===== src/rtl/struct_ser_tx.sv =====
// ---------------------------------------------------------------------------
// struct_ser_tx
//
// Purpose:
//    Serializes a 33-bit packed record into a stream of bytes over a
//    valid/ready interface. Each frame is an optional sync byte followed by
//    {7'b0,a}, b, t, ps.a and ps.b. The final beat is flagged with out_last.
//    Back-to-back frames are accepted with no idle cycle between them.
//
// Parameters:
//    SYNC_EN    1 = prefix every frame with SYNC_BYTE, 0 = no sync byte
//    SYNC_BYTE  value of the sync byte
//
// Ports:
//    clk        single clock, rising edge
//    rst        synchronous active-high reset
//    in_s       packed record [32]=a [31:24]=b [23:16]=t [15:8]=ps.a [7:0]=ps.b
//    in_valid   in_s is valid this cycle
//    in_ready   block accepts in_s this cycle (combinational)
//    out_data   serialized byte (registered)
//    out_valid  out_data holds a valid beat
//    out_ready  downstream accepts the beat this cycle
//    out_last   current beat is the final beat of the frame
//    frame_cnt  count of completed frames, wraps at 16 bits
// ---------------------------------------------------------------------------
module struct_ser_tx #(
   parameter int         SYNC_EN   = 1,
   parameter logic [7:0] SYNC_BYTE = 8'hA5
) (
   input  logic        clk,
   input  logic        rst,
   input  logic [32:0] in_s,
   input  logic        in_valid,
   output logic        in_ready,
   output logic [7:0]  out_data,
   output logic        out_valid,
   input  logic        out_ready,
   output logic        out_last,
   output logic [15:0] frame_cnt
);

   localparam int BEATS = (SYNC_EN != 0) ? 6 : 5;
   localparam int IDX_W = $clog2(BEATS);
   localparam logic [IDX_W-1:0] LAST_IDX = IDX_W'(BEATS - 1);

   typedef enum logic {
      IDLE,
      SEND
   } state_t;

   state_t           state;
   state_t           state_next;
   logic [IDX_W-1:0] beat_idx;
   logic [IDX_W-1:0] beat_idx_next;
   logic [32:0]      hold_reg;
   logic [32:0]      hold_next;
   logic [7:0]       data_next;
   logic             valid_next;
   logic             last_next;
   logic [15:0]      cnt_next;
   logic             accept;
   logic             beat_xfer;
   logic             last_xfer;

   // Maps a beat index to its byte. Without a sync byte the index is shifted
   // by one so both frame formats share the same field positions.
   function automatic logic [7:0] beat_byte(input logic [32:0]      frame,
                                            input logic [IDX_W-1:0] idx);
      logic [2:0] pos;
      pos = (SYNC_EN != 0) ? 3'(idx) : 3'(idx) + 3'd1;
      case (pos)
         3'd0:    beat_byte = SYNC_BYTE;
         3'd1:    beat_byte = {7'b0, frame[32]};
         3'd2:    beat_byte = frame[31:24];
         3'd3:    beat_byte = frame[23:16];
         3'd4:    beat_byte = frame[15:8];
         3'd5:    beat_byte = frame[7:0];
         default: beat_byte = 8'h00;
      endcase
   endfunction

   // Handshake decodes. in_ready opens on the last-beat handshake so that the
   // next frame can be loaded on the same edge the current one finishes.
   assign beat_xfer = out_valid && out_ready;
   assign last_xfer = beat_xfer && out_last;
   assign in_ready  = !rst && (state == IDLE || last_xfer);
   assign accept    = in_valid && in_ready;

   // Next-state and next-output logic. Loading a frame presents its first beat
   // immediately so out_valid rises on the accepting edge; frames always have
   // at least five beats, so the first beat is never the last one.
   always_comb begin
      state_next    = state;
      beat_idx_next = beat_idx;
      hold_next     = hold_reg;
      data_next     = out_data;
      valid_next    = out_valid;
      last_next     = out_last;
      cnt_next      = frame_cnt;

      if (last_xfer) begin
         cnt_next = frame_cnt + 16'd1;
      end

      case (state)
         IDLE: begin
            if (accept) begin
               state_next    = SEND;
               hold_next     = in_s;
               beat_idx_next = '0;
               data_next     = beat_byte(in_s, '0);
               valid_next    = 1'b1;
               last_next     = 1'b0;
            end
         end
         SEND: begin
            if (last_xfer) begin
               if (accept) begin
                  hold_next     = in_s;
                  beat_idx_next = '0;
                  data_next     = beat_byte(in_s, '0);
                  valid_next    = 1'b1;
                  last_next     = 1'b0;
               end else begin
                  state_next    = IDLE;
                  beat_idx_next = '0;
                  valid_next    = 1'b0;
                  last_next     = 1'b0;
               end
            end else if (beat_xfer) begin
               beat_idx_next = beat_idx + IDX_W'(1);
               data_next     = beat_byte(hold_reg, beat_idx_next);
               last_next     = (beat_idx_next == LAST_IDX);
            end
         end
         default: begin
            state_next = IDLE;
         end
      endcase
   end

   // State and output registers. Reset abandons any frame in flight without
   // counting it.
   always_ff @(posedge clk) begin
      if (rst) begin
         state     <= IDLE;
         beat_idx  <= '0;
         hold_reg  <= '0;
         out_data  <= 8'h00;
         out_valid <= 1'b0;
         out_last  <= 1'b0;
         frame_cnt <= 16'h0000;
      end else begin
         state     <= state_next;
         beat_idx  <= beat_idx_next;
         hold_reg  <= hold_next;
         out_data  <= data_next;
         out_valid <= valid_next;
         out_last  <= last_next;
         frame_cnt <= cnt_next;
      end
   end

endmodule

===== config.mk =====
export PLATFORM = sky130hd
export DESIGN_NAME = struct_ser_tx
export DESIGN_NICKNAME = d
export VERILOG_FILES = /design/src/rtl/struct_ser_tx.sv
export SDC_FILE = /design/constraint.sdc
export NUM_CORES = 1
export LEC_CHECK = 0
export BUFFER_PORTS_ARGS = -buffer_cell sky130_fd_sc_hd__buf_2
export CAP_MARGIN = 40
export CORE_AREA = 3 3 80 82
export CTS_CLUSTER_SIZE = 10
export DETAILED_ROUTE_END_ITERATION = 12
export DIE_AREA = 0 0 83 85
export PLACE_DENSITY = 0.74
export SYNTH_ARGS = -nofsm -noshare
export SYNTH_HDL_FRONTEND = slang
export SYNTH_SLANG_ARGS = --single-unit

===== constraint.sdc =====
create_clock -name clk -period 1.9 [get_ports clk]
set_clock_uncertainty 0.05 [all_clocks]
set_input_delay 0.38 -clock clk [delete_from_list [all_inputs] [get_ports clk]]
set_output_delay 0.38 -clock clk [all_outputs]
set_load 0.02 [all_outputs]

==> flow_summary.ini <==
[logic_synthesis]
synthAdderAreaFrac_pct = 2.72
synth_area_leaders = dfxtp_1 (46%), nand2b_1 (7.9%), o21ai_0 (7.3%)
synth_top_family_by_area = simple AND/OR/NAND/NOR gates
synth.avg_cell_area_sq_um = 8.44
synth_compound_area_share_pct = 19.0
yosys_warnings = 0
netlist_area_sq_um = 2760
synth.area.mux_share_pct = 1.18
syn-num-nets = 370
synth_xor_area_share_pct = 2.86
synth_cell_types = 35
yosysTopAreaCell = dfxtp_1
synth.top_cell.area_share_pct = 45.7
seq_area_frac_synth_pct = 45.7
netlist_instances = 327
ys_ff_latch = 63
synth-simple-area-share_pct = 25.2

[sta]
max_freq_mhz = 553
hold_viol_final = 0
fin_crit_ns = 1.81
tightest_slew_ns = 0.461
finalSetupViolCount = 0
tns_ns = 0
period_share_pct = 95.2
fin_hold_ws_ns = 0.183
finalMaxSlewViolations = 0
slew_headroom_pct = 69.1

[drt]
first_iter_violations = 90
avgRoutedWirePerCell_um = 13.5
firstDrtPassIters = 4
routed_wl_um = 6440
drc = 0
viasPerCell = 5.27
num_vias = 2517
ant_nets = 0

[worst_hold_path]
hp-class = primary input to flip-flop
hold_depth = 3

[die]
core_area_sq_um = 5820
top_level_ports = 64
rows = 28
die_w_um = 83
die-area_sq_um = 7060
fp.dieH_um = 85
initial_core_util_pct = 47.5

[placement]
dp_hpwl_um = 4480
port_buffers = 63
placed_cells = 462
routabilityCongestion = 0.805

[critical_path]
crit_end = out_data[2]$_SDFFE_PP0P_
cp_max_fo = 9
crit_path_cell_trace = buf_4 -> inv_1 -> ha_1 -> a221oi_1 -> nor2_1 -> a211oi_1 -> nor3_1
required_ns = 2.06
crit_path_start = beat_idx[0]$_SDFFE_PP0P_
rr_endpoint = out_data[2]$_SDFFE_PP0P_
startpoint_type = flip-flop
timing.rr.start = beat_idx[0]$_SDFFE_PP0P_
crit_type = flip-flop to flip-flop
reg2reg_slack_ns = 0.09
crit_path_top_delay_cell = dfxtp_1
cp_slowest_stage_delay_ns = 0.34
end_kind = flip-flop
worstPathArrival_ns = 1.97
r2r_cells = 7

[power]
p_sw_mw = 0.663
power_frac_comb_pct = 8.1
p_leak_nw = 1.41
ir_drop_v = 0.000582
p_seq_share_pct = 50.9
p_total_mw = 2.78
switching_share_pct = 23.8
p_int_mw = 2.12
p_clk_share_pct = 41.0
power.density_nw_per_um2 = 805

[layout]
syn_to_final_growth_pct = 25.2
largest_register_ffs = 33
num-nets-final = 441
diodes = 0
final_util_pct = 59.4
drive_above_1_share_pct = 25.8
final_cells = 478

[clock_tree]
postCtsSetupBuffers = 0
tritoncts = built
clockBufferDepth = 2
cts_root_buf = clkbuf_8
htreeDepth = 3
cts_buffers = 9
holdBufCountCts = 0
path_clk_slew_ns = 0.07
cts_num_sinks = 63
clkLatencyLatePin_ns = 0.33

[global_routing]
grt_overflow_total = 0
antenna_found_initial = 0
grt_usage_pct = 19.1
grt_max_degree = 67
grt_pass1_vias = 2410
grt_pass1_wl_um = 10900

[outcome]
status = finished clean

[job]
cap_violations = 0
area by class of cell:
cell class | count | area [sq um]
fillers | 526 | 2360
well taps | 75 | 93.8
clock inverters | 4 | 45.0
multi-input cells | 240 | 1440
flip-flops and latches | 63 | 1260
inverters | 5 | 18.8
repair buffers | 79 | 452
clock buffers | 12 | 145
metrics by stage:
step / worst slack [ns] / instance area [sq um]
floorplan: 0.0738 / 2760
global placement: 0.140 / 3240
detailed placement: 0.0762 / 3240
CTS: 0.0819 / 3430
global route: -0.0285 / 3450
finish: 0.0921 / 3450
timing repair:
item	CTS	global route
setup endpoints to repair	1	7
gates cloned	0	0
resized for setup	1	6
cells by family (layout without fill, tap and decap cells):
| family | after synthesis | in the layout |
|---|---|---|
| and+or+nand+nor | 136 | 136 |
| AOI/OAI and AO/OA | 86 | 86 |
| DFF | 63 | 63 |
| buffers and inverters | 24 | 100 |
| xor gates and xnor gates | 9 | 9 |
| adders and majority gates | 6 | 6 |
| muxes | 3 | 3 |
cells in the mapped netlist:
library cell	instances
a21oi_1	17
a32oi_1	1
o21bai_1	1
dfxtp_1	63
and4_1	2
a22oi_1	7
a211oi_1	5
xor2_1	4
nand2_1	42
nor3b_1	1
nand3_2	1
o21ai_0	40
a221o_1	1
mux2i_1	1
inv_1	5
nor2b_1	2
nand4_1	6
mux2_2	2
nand3b_1	1
nor2_1	25
or3_1	4
o32a_1	1
ha_1	6
and3_1	2
xnor2_1	5
or4_1	2
or4_4	2
a22o_1	7
a221oi_1	6
nand4b_1	1
buf_1	3
nand2b_1	35
nor3_1	6
clkbuf_1	16
nand3_1	4
worst max-delay path, delay by kind of cell, from the launching register on:
family | cells | cell delay (ns)
AOI/OAI and AO/OA | 2 | 0.62
DFF | 1 | 0.34
adders and majority gates | 1 | 0.31
buffers and inverters | 2 | 0.20
and+or+nand+nor | 2 | 0.16
power groups by stage:
stage	logic, mW	registers (mW)	clock network (mW)
after floorplan	0.122	1.45	0
after global placement	0.221	1.45	0
after detailed placement	0.225	1.45	0
after CTS	0.227	1.42	1.17
after global routing	0.256	1.42	1.23
final	0.225	1.42	1.14
layout by cell type (no fill, tap or decap), drive strengths merged, types with 2 or more instances in the layout:
cell type,n
buf,79
dfxtp,63
nand2,42
o21ai,40
nand2b,35
nor2,25
a21oi,17
clkbuf,12
a22oi,7
a22o,7
nand4,6
nor3,6
a221oi,6
ha,6
inv,5
xnor2,5
a211oi,5
nand3,5
or3,4
xor2,4
or4,4
clkinv,3
mux2,2
nor2b,2
and4,2
and3,2
worst min path at each step:
stage	startpoint	to	slack, ns
final	in_s[17]	hold_reg[17]$_SDFFE_PP0P_	0.18
after detailed placement	hold_reg[14]$_SDFFE_PP0P_	hold_reg[14]$_SDFFE_PP0P_	0.41
after global routing	in_s[1]	hold_reg[1]$_SDFFE_PP0P_	0.18
after CTS	in_s[17]	hold_reg[17]$_SDFFE_PP0P_	0.17
after global placement	hold_reg[2]$_SDFFE_PP0P_	hold_reg[2]$_SDFFE_PP0P_	0.41
after floorplan	hold_reg[1]$_SDFFE_PP0P_	hold_reg[1]$_SDFFE_PP0P_	0.40
per-layer routing:
metal  track usage, %  wire [um]  vias up
met5                0          0        -
li1                 -          -     1288
met1             22.9       2830     1138
met3             6.60        456       18
met2             30.2       2950       73
met4             10.1        201        0
Power figures use the tool's default switching activity.
